--- config.mk ---
export PLATFORM = sky130hd
export DESIGN_NAME = fdiv_iter
export DESIGN_NICKNAME = d
export VERILOG_FILES = /design/src/rtl/fpu_pkg.sv /design/src/rtl/fdiv_mant_core.sv /design/src/rtl/fdiv_iter.sv
export SDC_FILE = /design/constraint.sdc
export NUM_CORES = 1
export LEC_CHECK = 0
export BUFFER_PORTS_ARGS = -buffer_cell sky130_fd_sc_hd__buf_2
export CORE_MARGIN = 8
export CORE_UTILIZATION = 65
export CTS_BUF_LIST = sky130_fd_sc_hd__clkbuf_8
export DETAILED_ROUTE_END_ITERATION = 12
export HOLD_SLACK_MARGIN = 0.03
export PLACE_DENSITY = 0.95
export SETUP_SLACK_MARGIN = 0.3
export SKIP_CTS_REPAIR_TIMING = 1
export SYNTH_ARGS = -nofsm -noshare
export SYNTH_HDL_FRONTEND = slang
export SYNTH_SLANG_ARGS = --single-unit
--- constraint.sdc ---
create_clock -name clk -period 6.9 [get_ports clk]
set_clock_uncertainty 0.05 [all_clocks]
set_input_delay 0.69 -clock clk [delete_from_list [all_inputs] [get_ports clk]]
set_output_delay 0.69 -clock clk [all_outputs]
set_load 0.05 [all_outputs]
--- src/rtl/fpu_pkg.sv ---
// Shared constants and state encoding for the iterative single-precision divider.
package fpu_pkg;

   localparam int unsigned EXP_BIAS = 127;
   localparam int unsigned QBITS    = 26;

   typedef enum logic [1:0] {
      StIdle = 2'd0,
      StDiv  = 2'd1,
      StNorm = 2'd2
   } state_e;

endpackage

--- src/rtl/fdiv_mant_core.sv ---
// Restoring radix-2 mantissa divider: one quotient bit per step, MSB first.
module fdiv_mant_core
   import fpu_pkg::*;
(
   input  logic             clk,
   input  logic             rst,
   input  logic             load,
   input  logic             step,
   input  logic [23:0]      dividend,
   input  logic [23:0]      divisor,
   output logic [QBITS-1:0] q
);

   logic [24:0]      rem_q;
   logic [23:0]      div_q;
   logic [QBITS-1:0] q_q;
   logic             ge;
   logic [23:0]      diff;

   // Remainder stays below 2*divisor, so after a subtract it fits in 24 bits.
   always_comb begin
      ge   = rem_q >= {1'b0, div_q};
      diff = ge ? (rem_q[23:0] - div_q) : rem_q[23:0];
   end

   always_ff @(posedge clk or posedge rst) begin
      if (rst) begin
         rem_q <= '0;
         div_q <= '0;
         q_q   <= '0;
      end else if (load) begin
         rem_q <= {1'b0, dividend};
         div_q <= divisor;
         q_q   <= '0;
      end else if (step) begin
         rem_q <= {diff, 1'b0};
         q_q   <= {q_q[QBITS-2:0], ge};
      end
   end

   assign q = q_q;

endmodule

--- src/rtl/fdiv_iter.sv ---
// Iterative IEEE-754 single divider: fixed 27-cycle latency, truncating, denormals flushed.
module fdiv_iter
   import fpu_pkg::*;
#(
   parameter int unsigned QBITS = fpu_pkg::QBITS
) (
   input  logic        clk,
   input  logic        rst,
   input  logic        start,
   input  logic [31:0] x1,
   input  logic [31:0] x2,
   output logic        ready,
   output logic        valid,
   output logic [31:0] y
);

   state_e            state_q, state_d;
   logic [4:0]        cnt_q;
   logic              sign_q, zx1_q, zx2_q;
   logic signed [9:0] e_q;
   logic              valid_q;
   logic [31:0]       y_q, y_d;
   logic [QBITS-1:0]  q;
   logic              accept, step;
   logic signed [9:0] exp_n;
   logic [22:0]       mant_n;
   logic              unused_qlsb;

   assign accept      = start && (state_q == StIdle);
   assign step        = (state_q == StDiv);
   assign unused_qlsb = q[0];

   fdiv_mant_core u_core (
      .clk      (clk),
      .rst      (rst),
      .load     (accept),
      .step     (step),
      .dividend ({1'b1, x1[22:0]}),
      .divisor  ({1'b1, x2[22:0]}),
      .q        (q)
   );

   always_comb begin
      state_d = state_q;
      case (state_q)
         StIdle:  if (start) state_d = StDiv;
         StDiv:   if (cnt_q == 5'(QBITS - 1)) state_d = StNorm;
         StNorm:  state_d = StIdle;
         default: state_d = StIdle;
      endcase
   end

   // Quotient lies in (0.5, 2): a clear MSB means one extra shift left.
   always_comb begin
      exp_n  = q[QBITS-1] ? e_q : e_q - 10'sd1;
      mant_n = q[QBITS-1] ? q[24:2] : q[23:1];
      if (zx2_q)                y_d = {sign_q, 8'hFF, 23'h0};
      else if (zx1_q)           y_d = {sign_q, 31'h0};
      else if (exp_n <= 10'sd0) y_d = {sign_q, 31'h0};
      else if (exp_n >= 10'sd255) y_d = {sign_q, 8'hFF, 23'h0};
      else                      y_d = {sign_q, exp_n[7:0], mant_n};
   end

   always_ff @(posedge clk or posedge rst) begin
      if (rst) begin
         state_q <= StIdle;
         cnt_q   <= '0;
         sign_q  <= 1'b0;
         zx1_q   <= 1'b0;
         zx2_q   <= 1'b0;
         e_q     <= '0;
         valid_q <= 1'b0;
         y_q     <= '0;
      end else begin
         state_q <= state_d;
         valid_q <= (state_q == StNorm);
         if (accept) begin
            cnt_q  <= '0;
            sign_q <= x1[31] ^ x2[31];
            zx1_q  <= (x1[30:23] == 8'h00);
            zx2_q  <= (x2[30:23] == 8'h00);
            e_q    <= $signed({2'b00, x1[30:23]}) - $signed({2'b00, x2[30:23]})
                      + 10'(EXP_BIAS);
         end else if (step && cnt_q != 5'(QBITS - 1)) begin
            cnt_q <= cnt_q + 5'd1;
         end
         if (state_q == StNorm) y_q <= y_d;
      end
   end

   assign ready = (state_q == StIdle);
   assign valid = valid_q;
   assign y     = y_q;

endmodule

==> summary.md, run 1 <==
| Metric | Value |
|---|---|
| Status | completed |
| CP endpoint kind | flop |
| Power Density | 527.5 nW/um^2 |
| Syn Inst Count | 890 |
| Largest net degree at the start of global routing | 87 |
| Post-layout net count | 1071 |
| Max-Cap Viols | 0 |
| Clock tree root driver cell | clkbuf_8 |
| Full die area | 15680 um^2 |
| FP Rows | 40 |
| CTS sink cnt | 128 |
| Core box area | 11810 um^2 |
| Max-slew violations | 0 |
| Achievable Freq | 293.2 MHz |
| Die H | 125.2 um |
| Area contributors post-synth | dfrtp_1 (41%), nand2_1 (7.4%), ha_1 (5.8%), o21ai_0 (5.3%), mux2i_1 (3.4%) |
| Fin crit share | 49.42% |
| Final core utilization | 73.25% |
| Post-synth cell types | 67 |
| TritonRoute pass-1 iters | 5 |
| Drc violations | 0 |
| Flop-to-flop setup slack | 3.49 ns |
| Area of the multi-input gates | 4200 um^2 |
| Post-synth net total | 995 |
| Initial core utilization | 65.67% |
| Placed instance area | 8289 um^2 |
| H-Tree Depth | 4 |
| FILL cells | 855 |
| Vias in the first global route | 6802 |
| CP Class | flop to flop |
| Leakage | 0.004053 uW |
| Yosys reg bits | 128 |
| Peak VDD IR | 0.3010 mV |
| Critical Path Source Type | flop |
| Clock-pin transition on the worst setup and hold timing paths | 0.07 ns |
| Global-route wire length before repair | 31170 um |
| RSZ-0062 raised after global routing | false |
| Setup_tns | 0 ns |
| Most common cell in the synthesized netlist | nand2_1 |
| Routed via count | 6909 |
| GP Congestion | 0.9248 |
| Yosys top cell by area | dfrtp_1 |
| Number of flops mapped to enable cells by yosys | 0 |
| Final Instance Area | 8652 um^2 |
| Synth top cells by count | nand2_1 (153), dfrtp_1 (128), o21ai_0 (82), a21oi_1 (47), nand3_1 (44) |
| Asr flop ratio synth | 100.0% |
| Worst EP required | 7.21 ns |
| Routed wire per std cell | 16.52 um |
| Finished Layout Cells | 1125 |
| HPWL Detailed | 13070 um |
| Worst hold path class | input port to async pin |
| Share of the synthesized area in the top cell type | 41.30% |
| Total track usage | 23.77% |
| Min Hold Slack | 0.2142 ns |
| Final min period | 3.410 ns |
| Sequential share of the synthesized area | 41.30% |
| Synthesized area per cell | 8.715 um^2 |
| Rel. slew slack | 24.03% |
| Area grow syn2layout | 11.55% |
| # port buffers | 100 |
| WP data arrival | 3.72 ns |
| 1st-iter DRT viols | 655 |
| Gr ovfl total | 0 |
| Final setup fails | 0 |
| TritonCTS Buffers | 17 |
| Detail Route Antenna Nets | 0 |
| Die X | 125.2 um |
| Clock Latency Late Sink | 0.47 ns |
| Crit-path max FO | 23 |
| Post-Syn Area | 7756 um^2 |
| CTS tree | built |
| Initial antenna violation count | 0 |
| DR vias/cell | 6.141 |
| I/O pin count | 101 |
| Final Routed Wirelength | 18580 um |
| Worst Max-Slew Pin Slew | 1.137 ns |
| Antenna cells | 0 |
| Top FF cell, synth | dfrtp_1 |
| Share of cells above drive strength 1 | 17.89% |
| Placed cells | 1094 |
| Yosys warnings | 0 |
| FF+latch area | 3203 um^2 |
| Clock tree buffer depth | 2 |
| Final hold vios | 0 |
placed cells by master (no fill, tap or decap), drive strengths merged, types with 3 or more instances in the layout:
cell and count:
a22oi 5, and2 6, nand2b 8, xnor2 24, buf 105, a31oi 9, xor2 21, mux2i 26
and3 15, o31ai 5, a211o 3, nand2 153, nor3b 3, nor4 8, nor3 12, nor2 42
nand4 8, a311oi 5, ha 36, or2 6, or4 5, nand3 44, o21a 5, a21boi 3
clkinvlp 4, nor2b 8, or3 5, a21oi 47, dfrtp 128, a211oi 11, inv 45, clkinv 6
o21ai 103, nor4b 3, a21o 8, clkbuf 18
power by group:
part	switching, uW	internal [uW]
Clock	313	291
Sequential	231	1050
Combinational	1640	1030
Total	2180	2380
final timing paths:
path	startpoint	to	cells past startpoint
worst max register to register	e_q[2]$_DFFE_PP0P_	y[7]$_DFFE_PP0P_	7
worst min-delay path	rst	y[30]$_DFFE_PP0P_	2
max in group asynchronous	rst	u_core.rem_q[6]$_DFFE_PP0P_	3
worst min register to register	u_core.div_q[23]$_DFFE_PP0P_	u_core.div_q[23]$_DFFE_PP0P_	2
worst max-delay path	e_q[2]$_DFFE_PP0P_	y[7]$_DFFE_PP0P_	7
min in group clk	x2[0]	u_core.div_q[0]$_DFFE_PP0P_	3
metrics by stage:
step           total power [uW]  setup WS (ns)
6_report                   4564          3.490
3_5_place_dp               3891          3.577
3_3_place_gp               3794          3.674
5_1_grt                    4903          3.256
2_1_floorplan              3328          2.747
4_1_cts                    4531          3.485
per-layer routing:
metal / vias up / share of wire [%] / wire length, um / track usage [%]
li1: 3298 / - / - / -
met1: 3344 / 42 / 7768 / 27.72
met2: 227 / 50 / 9276 / 40.59
met3: 40 / 5.8 / 1085 / 6.077
met4: 0 / 2.4 / 452 / 10.60
met5: - / 0 / 0 / 0
flip-flops by register name (all words and copies together) (netlist names):
register	flops
y	32
u_core.q	26
u_core.rem_q	25
u_core.div_q	24
e_q	10
cnt_q	5
state_q	2
sign_q	1
valid	1
zx1_q	1
zx2_q	1
area by class of cell:
class,count,share of cell area (%)
clock buffers,18,2.863
clock inverters,13,1.330
inverters,43,1.894
multi-input cells,671,48.55
flip-flops and latches,128,37.02
well taps,147,2.126
repair buffers,105,6.218
logic make-up (layout without fill, tap and decap cells):
family	count (synthesis)	in the layout	share of synthesized area [%]
simple gates	332	332	20.23
compound gates	229	229	18.76
flops	128	128	41.30
buf+inv	91	179	4.710
xor+xnor	45	45	5.178
fa+ha+maj	38	38	6.324
mux	27	27	3.501
worst max-delay path: stages (launching register included):
cell      delay [ns]
dfrtp_1         0.48
or4_4           0.59
nor4_1          0.31
xnor2_1         0.29
nand2b_1        0.19
a31oi_4         0.22
nand4_2         0.72
o21ai_0         0.44
(Power assumes the default switching activity.)
==> run 2: changes to the inputs <==
CORE_UTILIZATION = 60   (was 65)
PLACE_DENSITY = 0.9   (was 0.95)
clock period = 3.2 ns   (was 6.9 ns; I/O delays follow)
==> run 2 against run 1 <==
  * The flow now finishes with violations (hold timing)
  * First-iteration DRC count decreased by 14%
  * Sequential share of layout area decreased by 1.8 points
  * Fmax increased by 20%
  * Core utilization decreased by 1.2 points
  * Worst setup slack got worse by 3.1 ns
  * Non-clock buffer count increased by 30
  * Hold slack got worse by 0.23 ns
  * Highest routed layer unchanged
==> summary.md, run 2 (synthesis results as in run 1) <==
| Metric | Value |
|---|---|
| Vias in the first global route | 6662 (-2.1%) |
| Final hold vios | 9 (+9) |
| Setup_tns | 0 ns (unchanged) |
| Global-route wire length before repair | 31150 um (about the same) |
| # port buffers | 100 (unchanged) |
| Power Density | 1133 nW/um^2 (+110%) |
| Worst setup path start | u_core.rem_q[16]$_DFFE_PP0P_ |
| Peak VDD IR | 0.7180 mV (+140%) |
| Min Hold Slack | -0.01398 ns (-0.2282 ns) |
| Full die area | 16820 um^2 (+7.2%) |
| Final min period | 2.851 ns (-0.5588 ns) |
| RSZ-0062 raised after global routing | false |
| FP Rows | 41 (+2.5%) |
| CP endpoint kind | flop |
| Place WS | 0.2276 ns (-3.350 ns) |
| Share of cells above drive strength 1 | 20.12% (+2.2 points) |
| Total track usage | 23.07% (-0.70 points) |
| Detail Route Antenna Nets | 0 (unchanged) |
| Rel. slew slack | 31.35% (+7.3 points) |
| I/O pin count | 101 (unchanged) |
| Leakage | 0.004216 uW (+4.0%) |
| Commonest non-fill, non-tap cells in the layout | nand2_1 (153), dfrtp_1 (128), buf_2 (100), o21ai_0 (81), a21oi_1 (46) |
| Crit-path max FO | 10 (-57%) |
| Post-layout net count | 1101 (+2.8%) |
| Core box area | 12620 um^2 (+6.8%) |
| Worst Max-Slew Pin Slew | 1.030 ns (-0.1071 ns) |
| Final Routed Wirelength | 19280 um (+3.8%) |
| Gr ovfl total | 0 (unchanged) |
| Area grow syn2layout | 17.23% |
| Antenna cells | 0 (unchanged) |
| Critical Path Source Type | flop |
| Clock tree root driver cell | clkbuf_8 |
| Clock tree buffer depth | 2 (unchanged) |
| Max-slew violations | 0 (unchanged) |
| Achievable Freq | 350.7 MHz (+20%) |
| 1st-iter DRT viols | 562 (-14%) |
| CP Class | flop to flop |
| Drc violations | 0 (unchanged) |
| DR vias/cell | 5.910 (-3.8%) |
| H-Tree Depth | 4 (unchanged) |
| Die H | 129.7 um (+3.6%) |
| CTS tree | built |
| Initial core utilization | 61.46% (-4.2 points) |
| Clock Latency Late Sink | 0.46 ns (about the same) |
| Final setup fails | 0 (unchanged) |
| Largest net degree at the start of global routing | 64 (-26%) |
| Clock-pin transition on the worst setup and hold timing paths | 0.08 ns (about the same) |
| FILL cells | 972 (+14%) |
| Max reg flops | 32 (unchanged) |
| HPWL Detailed | 13560 um (+3.7%) |
| Reg-to-reg startpoint | u_core.rem_q[16]$_DFFE_PP0P_ |
| Routed via count | 6980 (+1.0%) |
| Final WS setup | 0.3487 ns (-3.141 ns) |
| Most common cell after layout, fill and taps aside | nand2_1 |
| TritonCTS Buffers | 17 (unchanged) |
| WP data arrival | 3.15 ns (-0.57 ns) |
| Failing checks | hold timing |
| Fin crit share | 89.10% (+40 points) |
| Status | complete, but fails checks |
| CTS sink cnt | 128 (unchanged) |
| Max-Cap Viols | 0 (unchanged) |
| Worst hold path class | input port to async pin |
| GP Congestion | 0.9265 (+0.18%) |
| Overall Power | 10300 uW (+130%) |
| Die X | 129.7 um (+3.6%) |
| Worst EP required | 3.50 ns (-3.71 ns) |
| TritonRoute pass-1 iters | 6 (+1) |
| Routed wire per std cell | 16.33 um (-1.2%) |
| Initial antenna violation count | 0 (unchanged) |
==> run 2: changes by cell type in the layout (fill, tap and decap cells not counted), moves of 3 or more <==
cell	change
dlygate4sd3_1	+16
inv_6	+4
clkinv_2	-3
buf_12	+3
buf_4	+9
==> run 2: final timing paths <==
| check | cells after the start | slack [ns] | to |
|---|---|---|---|
| setup / recovery | 8 | 0.35 | u_core.rem_q[1]$_DFFE_PP0P_ |
| hold / removal | 2 | -0.01 | u_core.div_q[3]$_DFFE_PP0P_ |
| setup reg to reg | 8 | 0.35 | u_core.rem_q[1]$_DFFE_PP0P_ |
| hold reg to reg | 2 | 0.41 | u_core.div_q[23]$_DFFE_PP0P_ |
| max in group asynchronous | 3 | 2.28 | u_core.rem_q[18]$_DFFE_PP0P_ |
| min in group clk | 3 | 0.01 | u_core.div_q[19]$_DFFE_PP0P_ |
==> run 2: per-layer routing <==
| layer | up-vias | routed length, um | global-route usage (%) |
|---|---|---|---|
| met5 | - | 0 | 0.6173 |
| met1 | 3349 | 8117 | 28.26 |
| met3 | 44 | 1121 | 4.855 |
| met4 | 0 | 507 | 11.20 |
| met2 | 240 | 9534 | 38.13 |
| li1 | 3347 | - | - |
==> run 2: cell type report <==
type,instances,area (um^2),area share [%]
multi-input combinational,671,4278,47.05
sequential,128,3203,35.23
timing repair buffer,135,848.3,9.330
clock buffer,17,234.0,2.573
tap,172,215.2,2.367
inverter,43,165.2,1.816
clock inverter,15,148.9,1.638
==> run 2: through the flow <==
stage | cells | utilization, % | cell area [um^2]
after floorplan | 890 | - | 7760
after global placement | 1130 | 66.80 | 8429
after detailed placement | 1130 | 66.80 | 8429
after CTS | 1162 | 69.83 | 8812
after global routing | 1181 | 72.05 | 9092
final | 1181 | 72.05 | 9092
==> run 2: worst max-delay path, cell delays in order (launching register included) <==
cell and delay [ns]:
dfrtp_1 0.40, ha_1 0.40, a21o_1 0.22, o21bai_1 0.20, nor2_1 0.19, or4b_4 0.52
a21bo_4 0.29, mux2i_1 0.15, a221o_1 0.32
==> run 2: power breakdown <==
part / leakage [uW] / switching [uW] / internal [uW]
Combinational: 0.00239 / 3700 / 2480
Sequential: 0.00163 / 498 / 2270
Clock: 0.000190 / 722 / 634
==> run 3: changes to the inputs <==
==> constraint.sdc (replaced) <==
create_clock -name clk -period 3.2 [get_ports clk]
set_clock_uncertainty 0.05 [all_clocks]
set_input_delay 0.48 -clock clk [delete_from_list [all_inputs] [get_ports clk]]
set_output_delay 0.48 -clock clk [all_outputs]
set_load 0.05 [all_outputs]
==> run 3 against run 2 <==
  * The flow now finishes without violations
  * Combinational power is 2% lower
  * Fmax is 1.2% higher
  * Cell area is 1.6% lower
  * Critical path type unchanged
  * Via count is 1.6% lower
  * Critical endpoint is now u_core.rem_q[13]$_DFFE_PP0P_
  * Largest cell class unchanged
  * Final cell count is 1.4% lower
  * Worst setup slack better by 0.035 ns
==> summary.md, run 3 (synthesis results as in run 1) <==
| Metric | Value |
|---|---|
| Status | completed |
| TritonCTS Buffers | 17 (unchanged) |
| # port buffers | 100 (unchanged) |
| FP Rows | 41 (unchanged) |
| Max-Cap Viols | 0 (unchanged) |
| CTS tree | built |
| M2 GR Usage | 39.66% (+1.5 points) |
| 1st-iter DRT viols | 569 (+1.2%) |
| Reg-to-reg startpoint | u_core.rem_q[4]$_DFFE_PP0P_ |
| Clock Latency Late Sink | 0.46 ns (about the same) |
| Vias in the first global route | 6695 (+0.50%) |
| Drc violations | 0 (unchanged) |
| Peak VDD IR | 0.6627 mV (-7.7%) |
| Share of cells above drive strength 1 | 19.76% (-0.36 points) |
| Met1 GRT Util | 28.09% (-0.17 points) |
| TritonRoute pass-1 iters | 5 (-1) |
| Final Routed Wirelength | 19110 um (-0.87%) |
| GP Congestion | 0.9110 (-1.7%) |
| Initial antenna violation count | 0 (unchanged) |
| Critical Path Source Type | flop |
| Rel. slew slack | 41.71% (+10 points) |
| Routed wire per std cell | 16.42 um (+0.58%) |
| Cell Chain, Critical Path | ha_1 > a21o_1 > a31oi_4 > a211oi_1 > or4b_1 > a21bo_4 > buf_4 > mux2i_1 > o22ai_1 |
| GR Layer Usage met3 | 5.467% (+0.61 points) |
| Global-route wire length before repair | 31620 um (+1.5%) |
| CP Class | flop to flop |
| Detail Route Antenna Nets | 0 (unchanged) |
| Clock-pin transition on the worst setup and hold timing paths | 0.07 ns (about the same) |
| Max reg flops | 32 (unchanged) |
| HPWL Detailed | 13640 um (+0.59%) |
| Min Hold Slack | 0.1350 ns (+0.1490 ns) |
| Full die area | 16820 um^2 (unchanged) |
| Initial core utilization | 61.46% (unchanged) |
| Commonest non-fill, non-tap cells in the layout | nand2_1 (153), dfrtp_1 (128), buf_2 (100), o21ai_0 (81), a21oi_1 (46) |
| Largest net degree at the start of global routing | 104 (+63%) |
| Clock tree buffer depth | 2 (unchanged) |
| Power Density | 1155 nW/um^2 (+2.0%) |
| WP data arrival | 3.08 ns (-0.07 ns) |
| Die H | 129.7 um (unchanged) |
| CP endpoint kind | flop |
| Fin crit share | 88.02% (-1.1 points) |
| Final hold vios | 0 (-9) |
| Final WS setup | 0.3833 ns (+0.03457 ns) |
| Total track usage | 23.52% (+0.45 points) |
| Place WS | 0.2464 ns (+0.01881 ns) |
| Crit-path max FO | 9 (-1) |
| Worst Max-Slew Pin Slew | 0.8725 ns (-0.1572 ns) |
| Area grow syn2layout | 15.36% |
| Most common cell after layout, fill and taps aside | nand2_1 |
| Busiest layer in global routing | met2 |
| Flop-to-flop setup slack | 0.38 ns (+0.03 ns) |
| RSZ-0062 raised after global routing | true |
| Slowest-stage cell, CP | or4b_1 |
| DR vias/cell | 5.903 (-0.12%) |
| CP peak stage delay | 0.54 ns (+0.02 ns) |
| Final setup fails | 0 (unchanged) |
| Post-layout net count | 1084 (-1.5%) |
| Final min period | 2.817 ns (-0.03457 ns) |
| R2r endpoint | u_core.rem_q[13]$_DFFE_PP0P_ |
| Routed via count | 6871 (-1.6%) |
| I/O pin count | 101 (unchanged) |
| Depth of the most critical reg-to-reg path | 9 (+1) |
| CTS sink cnt | 128 (unchanged) |
| Die X | 129.7 um (unchanged) |
| Gr ovfl total | 0 (unchanged) |
| Antenna cells | 0 (unchanged) |
| Final Instance Area | 8947 um^2 (-1.6%) |
| Leakage | 0.004163 uW (-1.2%) |
| Clock tree root driver cell | clkbuf_8 |
| Placed instance area | 8422 um^2 (about the same) |
| Worst hold path class | input port to async pin |
| Max-slew violations | 0 (unchanged) |
| Setup_tns | 0 ns (unchanged) |
| H-Tree Depth | 4 (unchanged) |
| Achievable Freq | 355.0 MHz (+1.2%) |
| Worst EP required | 3.46 ns (-0.04 ns) |
| Core box area | 12620 um^2 (unchanged) |
[run 3: power by group]
| group | switching (uW) | internal (uW) | total, uW |
|---|---|---|---|
| Combinational | 3660 | 2370 | 6040 |
| Sequential | 505 | 2270 | 2780 |
| Clock | 659 | 866 | 1520 |
[run 3: worst max path at each step]
stage,from,endpoint,slack (ns),depth (start not counted)
2_1_floorplan,u_core.rem_q[4]$_DFFE_PP0P_,u_core.rem_q[1]$_DFFE_PP0P_,0.39,9
3_3_place_gp,u_core.rem_q[4]$_DFFE_PP0P_,u_core.rem_q[1]$_DFFE_PP0P_,0.32,8
3_5_place_dp,u_core.rem_q[4]$_DFFE_PP0P_,u_core.rem_q[1]$_DFFE_PP0P_,0.25,8
4_1_cts,u_core.rem_q[4]$_DFFE_PP0P_,u_core.rem_q[1]$_DFFE_PP0P_,0.24,8
5_1_grt,u_core.div_q[4]$_DFFE_PP0P_,u_core.rem_q[6]$_DFFE_PP0P_,0.28,10
6_report,u_core.rem_q[4]$_DFFE_PP0P_,u_core.rem_q[13]$_DFFE_PP0P_,0.38,9
[run 3: cell type report]
cell class	instances	area, um^2
clock buffers	18	247.7
repair buffers	118	664.4
inverters	43	165.2
well taps	172	215.2
multi-input cells	671	4262
clock inverters	14	190.2
flip-flops and latches	128	3203
fillers	949	3672
[run 3: per-layer routing]
metal,wire length (um),vias up
met5,0,-
met4,588,0
met3,1340,50
met2,9423,278
met1,7761,3229
li1,-,3314
[run 3: per-stage QoR]
stage	power [uW]	utilization [%]	instances
3_5_place_dp	8482	66.74	1129
5_1_grt	11120	70.90	1164
4_1_cts	10080	70.21	1161
3_3_place_gp	8299	66.74	1129
6_report	10340	70.90	1164
2_1_floorplan	7176	-	890
[run 3: critical path: cells and delay by family, from the launching register on]
| kind | cells | cell delay [ns] |
|---|---|---|
| multiplexers | 1 | 0.16 |
| buffers and inverters | 1 | 0.18 |
| AO/OA/AOI/OAI | 5 | 0.93 |
| AND/OR/NAND/NOR | 1 | 0.54 |
| adder cells (fa/ha/maj) | 1 | 0.40 |
| flip-flops | 1 | 0.40 |
